$ cat src/rtl/pc_pkg.sv
// Shared definitions for the program-counter unit and the CSR block.
package pc_pkg;

  typedef enum logic {
    BOOT = 1'b0,
    RUN  = 1'b1
  } pc_state_e;

  localparam int unsigned PC_INC           = 4;
  localparam logic [31:0] PC_RESET_VEC_DEF = 32'h0000_0000;
  localparam logic [31:0] PC_TRAP_VEC_DEF  = 32'h0000_0040;

endpackage

$ cat src/rtl/pc_redirect_buf.sv
// One-entry pending-redirect register: holds a redirect that arrived while fetch was stalled.
module pc_redirect_buf
  import pc_pkg::*;
#(
  parameter int unsigned XLEN = 32
) (
  input  logic            clk,
  input  logic            rst,
  input  logic            load,
  input  logic            clear,
  input  logic [XLEN-1:0] load_target,
  output logic            valid,
  output logic [XLEN-1:0] target
);

  // Clear has priority; the top never asserts both in the same cycle.
  always_ff @(posedge clk or negedge rst) begin
    if (!rst) begin
      valid  <= 1'b0;
      target <= '0;
    end else if (clear) begin
      valid  <= 1'b0;
    end else if (load) begin
      valid  <= 1'b1;
      target <= load_target;
    end
  end

endmodule

$ cat src/rtl/pc_unit.sv
// Sequenced program counter with stall, redirect, trap and mret.
// Optional macro PC_MISALIGN_TRAP_EN: misaligned redirect targets trap instead of being aligned.
module pc_unit
  import pc_pkg::*;
#(
  parameter int unsigned     XLEN      = 32,
  parameter int unsigned     IMEM_AW   = 8,
  parameter logic [XLEN-1:0] RESET_VEC = XLEN'(PC_RESET_VEC_DEF),
  parameter logic [XLEN-1:0] TRAP_VEC  = XLEN'(PC_TRAP_VEC_DEF)
) (
  input  logic               clk,
  input  logic               rst,
  input  logic               stall,
  input  logic               redirect_valid,
  input  logic [XLEN-1:0]    redirect_target,
  input  logic               trap_req,
  input  logic               mret_req,
  output logic [XLEN-1:0]    pc_o,
  output logic [XLEN-1:0]    pc_plus4_o,
  output logic [IMEM_AW-1:0] imem_addr_o,
  output logic [XLEN-1:0]    epc_o,
  output logic               fetch_valid_o,
  output logic               misalign_o
);

  localparam logic [XLEN-1:0] ALIGN_MASK = ~(XLEN'(3));

  if (IMEM_AW + 2 > XLEN) begin : g_bad_aw
    $error("pc_unit: IMEM_AW+2 must not exceed XLEN");
  end

  pc_state_e       state_q, state_d;
  logic [XLEN-1:0] pc_d, epc_d;
  logic [XLEN-1:0] buf_target, sel_target;
  logic            buf_valid, buf_load, buf_clear;
  logic            fetch_valid_d, misalign_d;

  assign pc_plus4_o  = pc_o + XLEN'(PC_INC);
  assign imem_addr_o = pc_o[IMEM_AW+1:2];
  // A live redirect beats an older buffered one.
  assign sel_target  = redirect_valid ? redirect_target : buf_target;

  pc_redirect_buf #(
    .XLEN(XLEN)
  ) u_redirect_buf (
    .clk        (clk),
    .rst        (rst),
    .load       (buf_load),
    .clear      (buf_clear),
    .load_target(redirect_target),
    .valid      (buf_valid),
    .target     (buf_target)
  );

  always_ff @(posedge clk or negedge rst) begin
    if (!rst) begin
      state_q       <= BOOT;
      pc_o          <= RESET_VEC;
      epc_o         <= '0;
      fetch_valid_o <= 1'b0;
      misalign_o    <= 1'b0;
    end else begin
      state_q       <= state_d;
      pc_o          <= pc_d;
      epc_o         <= epc_d;
      fetch_valid_o <= fetch_valid_d;
      misalign_o    <= misalign_d;
    end
  end

  // Next-state and next-PC priority: trap, mret, stall, redirect/pending, sequential.
  always_comb begin
    state_d       = state_q;
    pc_d          = pc_o;
    epc_d         = epc_o;
    misalign_d    = 1'b0;
    buf_load      = 1'b0;
    buf_clear     = 1'b0;
    fetch_valid_d = 1'b0;
    case (state_q)
      BOOT: state_d = RUN;
      RUN: begin
        if (trap_req) begin
          pc_d      = TRAP_VEC;
          epc_d     = pc_o;
          buf_clear = 1'b1;
        end else if (mret_req) begin
          pc_d      = epc_o & ALIGN_MASK;
          buf_clear = 1'b1;
        end else if (stall) begin
          buf_load  = redirect_valid;
        end else if (redirect_valid || buf_valid) begin
          buf_clear = 1'b1;
`ifdef PC_MISALIGN_TRAP_EN
          if (sel_target[1:0] != 2'b00) begin
            pc_d       = TRAP_VEC;
            epc_d      = pc_o;
            misalign_d = 1'b1;
          end else begin
            pc_d       = sel_target;
          end
`else
          pc_d = sel_target & ALIGN_MASK;
`endif
        end else begin
          pc_d = pc_plus4_o;
        end
      end
      default: state_d = BOOT;
    endcase
    fetch_valid_d = (state_d == RUN);
  end

endmodule

$ cat config.mk
export PLATFORM = sky130hd
export DESIGN_NAME = pc_unit
export DESIGN_NICKNAME = d
export VERILOG_FILES = /design/src/rtl/pc_pkg.sv /design/src/rtl/pc_redirect_buf.sv /design/src/rtl/pc_unit.sv
export SDC_FILE = /design/constraint.sdc
export NUM_CORES = 1
export LEC_CHECK = 0
export CORE_MARGIN = 10
export CORE_UTILIZATION = 50
export CTS_CLUSTER_DIAMETER = 100
export DETAILED_ROUTE_END_ITERATION = 7
export GPL_TIMING_DRIVEN = 0
export PLACE_DENSITY = 0.93
export SYNTH_ARGS = -nofsm -noshare
export SYNTH_HDL_FRONTEND = slang
export SYNTH_HIERARCHICAL = 1
export SYNTH_SLANG_ARGS = --single-unit
$ cat constraint.sdc
create_clock -name clk -period 5.7 [get_ports clk]
set_clock_uncertainty 0.2 [all_clocks]
set_input_delay 1.71 -clock clk [delete_from_list [all_inputs] [get_ports clk]]
set_output_delay 1.71 -clock clk [all_outputs]
set_load 0.05 [all_outputs]
Word level (Yosys, flattened, before mapping)
Cells that the tools add are included.

$add $sub $neg: 1. Multiply operators: 0. Div/mod/pow operators: 0. Magnitude comparators: 0. Eq/ne operators: 1. Shift operators: 0. Multiplexer cells: 16. Bitwise gates (word level): 1. Reduce and logical (&&, ||, !) cells: 5.

Operators by type and width (count): $mux 32 (5); $add 32x3->32 const B (1); $mux 1 (11); $reduce_and 2->1 (3); $ne 3x1->1 const B (1); $reduce_bool 2->1 (1); $logic_or 1x1->1 (1); $not 1->1 (1).

Register bits: 98. Latch bits: 0. Memory bits (writable): 0. Bits in read-only memories: 0. Output and inout bits: 106. Word-level logic and storage cells: 29. Memories: 0.

Depth between registers and ports, before layout
Gate-level depths: netlist of run 1.

Depth after elaboration: 8. Depth in mapped cells: 8.

Hierarchy
Netlist of run 1, hierarchy kept.

Modules (own cells, without submodules): pc_unit (instances 1, cells an instance 453, area an instance 4136.5 sq um, sequential area each 1526.5 sq um); pc_redirect_buf (instances 1, cells an instance 72, area an instance 1391.3 sq um, sequential area each 825.8 sq um).

Least setup slack after synthesis of run 1
No wires, ideal clock.

Kind: reg2out. Start: register pc_o[8]. End: output pc_plus4_o[29]. Arrival: 2699 ps. Data required time: 3790 ps. Path slack: 1091 ps. Cell stages (with the launch flop): 8. Buffers on the path: 2. Cell sequence: dfrtp_1 -> buf_2 -> and4_1 -> buf_4 -> nand4_4 -> nor4_4 -> nand3_2 -> xnor2_1.

Word-level cells in the longest chain between the ends: 1.

RTL lines: start: declaration (RTL line pc_unit.sv:18) `output logic [XLEN-1:0] pc_o,`; start signal: assignment (RTL line pc_unit.sv:64) `pc_o <= pc_d;`; $add 32x3->32 (RTL line pc_unit.sv:38) `assign pc_plus4_o = pc_o + XLEN'(PC_INC);`; end: declaration (RTL line pc_unit.sv:19) `output logic [XLEN-1:0] pc_plus4_o,`.

Every way passes these cells.

Final worst setup path of run 1
Start: register pc_o[2]. End: output pc_plus4_o[22].

Same word-level chain as after synthesis.

==> flow_summary_export.csv, run 1 <==
group,metric,value,unit
placed_design,globalplace.congestion,0.9635,
synth,yosys_warnings,6,
setup_path,cp-start-kind,"flop",
sta,final_period_minus_worst_setup_slack,5.320,ns
global_routing,globalRouteOverflowTotal,0,
routing,routed-via-count,5036,
routing,drt.antenna.violating_nets,0,
setup_path,worst_ep_arrival_time,3.41,ns
clocking,clk-insertion-delay-late,0.37,ns
sta,hold_viol_final,0,
final_layout,drive_above_1_share,0.1728,
power,post-layout-total-power,2.112,mW
sta,setup-tns-final,0,ns
sta,clock.fmax,188.0,MHz
clocking,tritoncts_num_sinks,92,
sta,worst_pin_slew,0.7922,ns
setup_path,crit_path_max_incr_delay,0.82,ns
global_routing,grt_max_degree,55,
final_layout,num-nets-final,711,
setup_path,crit_path_cell_trace,"ha_1 -> nand4_1 -> nor4_1 -> and3_1 -> xor2_1 -> clkdlybuf4s50_1",
final_layout,filler_cell_count,862,
setup_path,setup.reg_to_reg.worst_slack,2.73,ns
clocking,cts_resized,0,
floorplanning,io_pins,144,
floorplanning,die_h,124.4,um
synth,netlist_area,5448,um2
clocking,root_buffer,"sky130_fd_sc_hd__clkbuf_8",
power,powerDensity,293.8,nW/um2
routing,dr.pass1.iters,5,
setup_path,timing.critical_path.slowest_stage_cell,"sky130_fd_sc_hd__clkdlybuf4s50_1",
global_routing,wire_length_of_the_first_global_routing_pass,29.80,mm
global_routing,number_of_global_route_vias_before_repair,5055,
power,p_leak,3.025,nW
synth,synthesis.instances,521,
setup_path,crit_path_required_time,3.79,ns
placed_design,port_buffers,133,
sta,setup_violations,0,
global_routing,grt_util_all_layers,0.2377,
floorplanning,die_area,15470,um2
sta,timing.max_slew.rel_slack,0.4718,
sta,grt_setup_unrepaired,"false",
clocking,clockBufferDepth,2,
setup_path,worst_setup_path_end_kind,"output port",
sta,worst_hold_slack,0.3092,ns
setup_path,critical_path_class,"flop to output port",
clocking,clk_pin_slew,0.09,ns
clocking,cts_buffers,9,
clocking,cts_max_level,3,
routing,wl,19.13,mm
sta,timing.final.max_slew_violations,0,
min_path,min-delay-path-class,"flop to flop",
synth,average_size_of_a_mapped_cell,10.46,um2
routing,routedWlPerCell,23.41,um
final_layout,layout_commonest_cell,"sky130_fd_sc_hd__clkdlybuf4s50_1",
sta,final_min_period_over_clock_period,0.9334,
floorplanning,core_area,10750,um2
final_layout,final_standard_cell_utilization_of_the_core,0.6688,
flow_run,maxCapViolations,0,
floorplanning,floorplan.initialDensity,0.5070,
setup_path,timing.critical_path.fanout_max,8,
routing,drc,0,
global_routing,antenna_found_initial,0,
routing,vias_per_cell,6.164,
final_layout,most-common-layout-cells,"sky130_fd_sc_hd__clkdlybuf4s50_1, sky130_fd_sc_hd__dfrtp_1, sky130_fd_sc_hd__nand2_1",
final_layout,syn2layout_area_growth,31.92,%
clocking,cts.repair_timing.setup_buffer_count,0,
routing,drt_iter0_drc,643,
power,ir_drop,0.1612,mV
placed_design,hpwl,14.46,mm
floorplanning,placementRows,38,
final_layout,antenna-diode-count,0,
status,status,"complete, no violations",
clocking,holdBufCountCts,0,
clocking,tritoncts_clock_tree,"yes",
floorplanning,die_width,124.4,um
[critical path, delay by kind of cell (launching register included)]
| kind | cells | cell delay (ns) |
|---|---|---|
| and+or+nand+nor | 3 | 1.21 |
| buffers and inverters | 1 | 0.82 |
| xor gates and xnor gates | 1 | 0.16 |
| DFF | 1 | 0.54 |
| adders and majority gates | 1 | 0.31 |
[worst paths after layout]
| check | from | endpoint | depth (start not counted) |
|---|---|---|---|
| worst max register to register | state_q | u_redirect_buf/target[9] | 8 |
| worst min register to register | u_redirect_buf/target[10] | u_redirect_buf/target[10] | 1 |
| worst min-delay path | u_redirect_buf/target[10] | u_redirect_buf/target[10] | 1 |
| worst max-delay path | pc_o[2] | pc_plus4_o[22] | 6 |
| max in group asynchronous | rst | epc_o[28] | 2 |
| min in group asynchronous | rst | u_redirect_buf/target[3] | 1 |
[sequential cells by signal, indices dropped and copies added (netlist names)]
register	flops
pc_o	30
epc_o	30
state_q	1
u_redirect_buf/valid	1
u_redirect_buf/target	30
[layer usage]
layer	global-route usage	vias up	wire length, um
met5	0	-	0
met2	0.3744	296	9012
met1	0.3017	2501	7802
met4	0.07060	0	358
li1	-	2200	-
met3	0.08000	39	1956
[final cells by class]
type | instances | area (um2) | share of cell area
Multi-Input combinational cell | 367 | 2783 | 0.3872
Sequential cell | 92 | 2302 | 0.3203
Timing Repair Buffer | 134 | 1356 | 0.1887
Buffer | 59 | 351.6 | 0.04892
Tap cell | 140 | 175.2 | 0.02437
Clock buffer | 12 | 135.1 | 0.01880
Clock inverter | 4 | 50.05 | 0.006964
Inverter | 9 | 33.78 | 0.004701
[per-stage QoR]
step / cell area [um2] / cells / setup WS (ns)
3_3_place_gp: 6977 / 800 / -0.6815
3_5_place_dp: 7002 / 801 / 0.8471
6_report: 7187 / 817 / 0.3798
4_1_cts: 7187 / 817 / 0.4220
2_1_floorplan: 5470 / 527 / 1.091
5_1_grt: 7187 / 817 / 0.2347
[power breakdown]
| part | internal (mW) | leakage [nW] | total [mW] | switching [mW] |
|---|---|---|---|---|
| combinational | 0.309 | 1.74 | 0.817 | 0.508 |
| clock | 0.203 | 0.0866 | 0.449 | 0.246 |
| sequential | 0.752 | 1.19 | 0.846 | 0.0936 |
No activity file was read; power rests on OpenSTA's default activity.
==> run 2, diff against run 1 <==
--- a/config.mk
+++ b/config.mk
@@ -9,8 +9,10 @@
 export CORE_UTILIZATION = 50
 export CTS_CLUSTER_DIAMETER = 100
 export DETAILED_ROUTE_END_ITERATION = 7
+export DONT_BUFFER_PORTS = 1
 export GPL_TIMING_DRIVEN = 0
-export PLACE_DENSITY = 0.93
+export PLACE_DENSITY = 0.76
+export SETUP_SLACK_MARGIN = 0.4
 export SYNTH_ARGS = -nofsm -noshare
 export SYNTH_HDL_FRONTEND = slang
 export SYNTH_HIERARCHICAL = 1
==> run 2 against run 1 <==
Against the previous run:
- first-iteration DRC count decreased by 30%
- register-to-register slack got worse by 0.45 ns
- largest power group unchanged
- utilization fell by 12 points
- power fell by 8.7%
- setup slack improved by 0.14 ns
- non-clock buffer count fell by 134
- flip-flop and latch count unchanged
- critical endpoint is now pc_plus4_o[23]
- largest cell class unchanged
==> flow_summary_export.csv, run 2 (same netlist as run 1, synthesis figures left out) <==
group,metric,value,unit
clocking,clockBufferDepth,2,
floorplanning,floorplan.initialDensity,0.5070,
floorplanning,die_width,124.4,um
global_routing,grt_util_all_layers,0.2218,
floorplanning,die_area,15470,um2
floorplanning,die_h,124.4,um
clocking,cts_buffers,9,
setup_path,setup.reg_to_reg.worst_slack,2.28,ns
clocking,cts_max_level,3,
routing,drt_iter0_drc,450,
clocking,holdBufCountCts,0,
setup_path,critical_path.reg2reg.endpoint,"pc_o[23]",
sta,timing.max_slew.rel_slack,0.1550,
flow_run,maxCapViolations,0,
sta,worst_pin_slew,1.258,ns
routing,dr.pass1.iters,5,
sta,hold_viol_final,0,
global_routing,globalRouteOverflowTotal,0,
sta,setup-tns-final,0,ns
setup_path,worst_setup_path_end_kind,"output port",
routing,routedWlPerCell,26.13,um
floorplanning,core_area,10750,um2
sta,final_min_period_over_clock_period,0.9087,
sta,grt_setup_unrepaired,"false",
global_routing,wire_length_of_the_first_global_routing_pass,27.48,mm
placed_design,post-place-ws,0.7019,ns
setup_path,crit_path_required_time,3.79,ns
final_layout,most-common-layout-cells,"sky130_fd_sc_hd__dfrtp_1, sky130_fd_sc_hd__nand2_1, sky130_fd_sc_hd__mux2_2, sky130_fd_sc_hd__mux2_4, sky130_fd_sc_hd__nor2_1",
sta,final_period_minus_worst_setup_slack,5.180,ns
setup_path,cp-start-kind,"flop",
final_layout,drive_above_1_share,0.2357,
sta,clock.fmax,193.1,MHz
setup_path,critical_path_class,"flop to output port",
final_layout,syn2layout_area_growth,8.842,%
min_path,min-delay-path-class,"flop to flop",
final_layout,filler_cell_count,933,
floorplanning,placementRows,38,
final_layout,layout_commonest_cell,"sky130_fd_sc_hd__dfrtp_1",
final_layout,multiInputGateArea,2873,um2
final_layout,antenna-diode-count,0,
setup_path,worstRegToRegCells,7,
global_routing,grt_max_degree,93,
placed_design,globalplace.congestion,0.9143,
routing,routed-via-count,4400,
floorplanning,io_pins,144,
sta,fin_ws,0.5203,ns
power,p_leak,2.600,nW
final_layout,largestRegisters,"epc_o: 30 flops, pc_o: 30 flops, u_redirect_buf/target: 30 flops",
placed_design,port_buffers,0,
routing,wl,17.85,mm
global_routing,antenna_found_initial,0,
clocking,cts.repair_timing.setup_buffer_count,0,
setup_path,worst_r2r_startpoint,"pc_o[8]",
setup_path,worst_setup_path_startpoint,"pc_o[8]",
clocking,clk_pin_slew,0.10,ns
status,status,"complete, no violations",
routing,vias_per_cell,6.442,
final_layout,register_area,2302,um2
global_routing,number_of_global_route_vias_before_repair,4297,
clocking,clk-insertion-delay-late,0.38,ns
clocking,root_buffer,"sky130_fd_sc_hd__clkbuf_8",
setup_path,worst_ep_arrival_time,3.27,ns
sta,timing.final.max_slew_violations,0,
setup_path,timing.critical_path.fanout_max,9,
final_layout,num-nets-final,577,
routing,drt.antenna.violating_nets,0,
power,ir_drop,0.1359,mV
routing,drc,0,
clocking,tritoncts_num_sinks,92,
power,powerDensity,325.3,nW/um2
sta,setup_violations,0,
placed_design,hpwl,13.37,mm
setup_path,critical_path.endpoint,"pc_plus4_o[23]",
clocking,tritoncts_clock_tree,"yes",
clocking,cts_resized,5,
==> run 2: worst min-delay path by stage <==
stage               cells after the start                         to                 startpoint  slack [ns]
floorplan                               1  u_redirect_buf/target[10]  u_redirect_buf/target[10]        0.27
global placement                        1   u_redirect_buf/target[3]   u_redirect_buf/target[3]        0.29
detailed placement                      1   u_redirect_buf/target[2]   u_redirect_buf/target[2]        0.30
CTS                                     1   u_redirect_buf/target[2]   u_redirect_buf/target[2]        0.32
global route                            1  u_redirect_buf/target[17]  u_redirect_buf/target[17]        0.33
finish                                  1  u_redirect_buf/target[17]  u_redirect_buf/target[17]        0.32
==> run 2: power by group <==
part | internal (mW) | total (mW) | leakage, nW | switching (mW)
Sequential | 0.748 | 1.04 | 1.19 | 0.295
Combinational | 0.165 | 0.426 | 1.31 | 0.261
Clock | 0.215 | 0.460 | 0.100 | 0.245
Total | 1.13 | 1.93 | 2.60 | 0.801
==> run 2: worst max-delay path: stages, from the launching register on <==
cell	delay (ns)
sky130_fd_sc_hd__dfrtp_1	0.66
sky130_fd_sc_hd__buf_2	0.32
sky130_fd_sc_hd__and4_1	0.21
sky130_fd_sc_hd__buf_4	0.17
sky130_fd_sc_hd__nand4_1	0.21
sky130_fd_sc_hd__or2_1	0.33
sky130_fd_sc_hd__xnor2_1	0.98
==> run 2: layer usage <==
metal | up-vias | wire, um | GRT usage
met5 | - | 0 | 0
met4 | 0 | 585 | 0.09253
met3 | 43 | 2029 | 0.07830
met2 | 240 | 8270 | 0.3409
met1 | 2178 | 6960 | 0.2763
li1 | 1939 | - | -
==> run 2: final cells by class <==
type | count | share of cell area
multi-input cells | 367 | 0.4845
clock buffers | 12 | 0.02448
inverters | 9 | 0.005697
flip-flops and latches | 92 | 0.3883
well taps | 140 | 0.02954
plain buffers | 59 | 0.05930
clock inverters | 4 | 0.008230
==> run 2: through the flow <==
step | cell area, um2 | total power, mW | utilization | std cells | hold WS [ns]
2_1_floorplan | 5470 | 1.368 | - | 527 | 0.2730
3_3_place_gp | 5645 | 1.454 | 0.5254 | 667 | 0.2916
3_5_place_dp | 5645 | 1.470 | 0.5254 | 667 | 0.2954
4_1_cts | 5877 | 1.920 | 0.5469 | 683 | 0.3200
5_1_grt | 5929 | 1.997 | 0.5518 | 683 | 0.3338
6_report | 5929 | 1.929 | 0.5518 | 683 | 0.3191
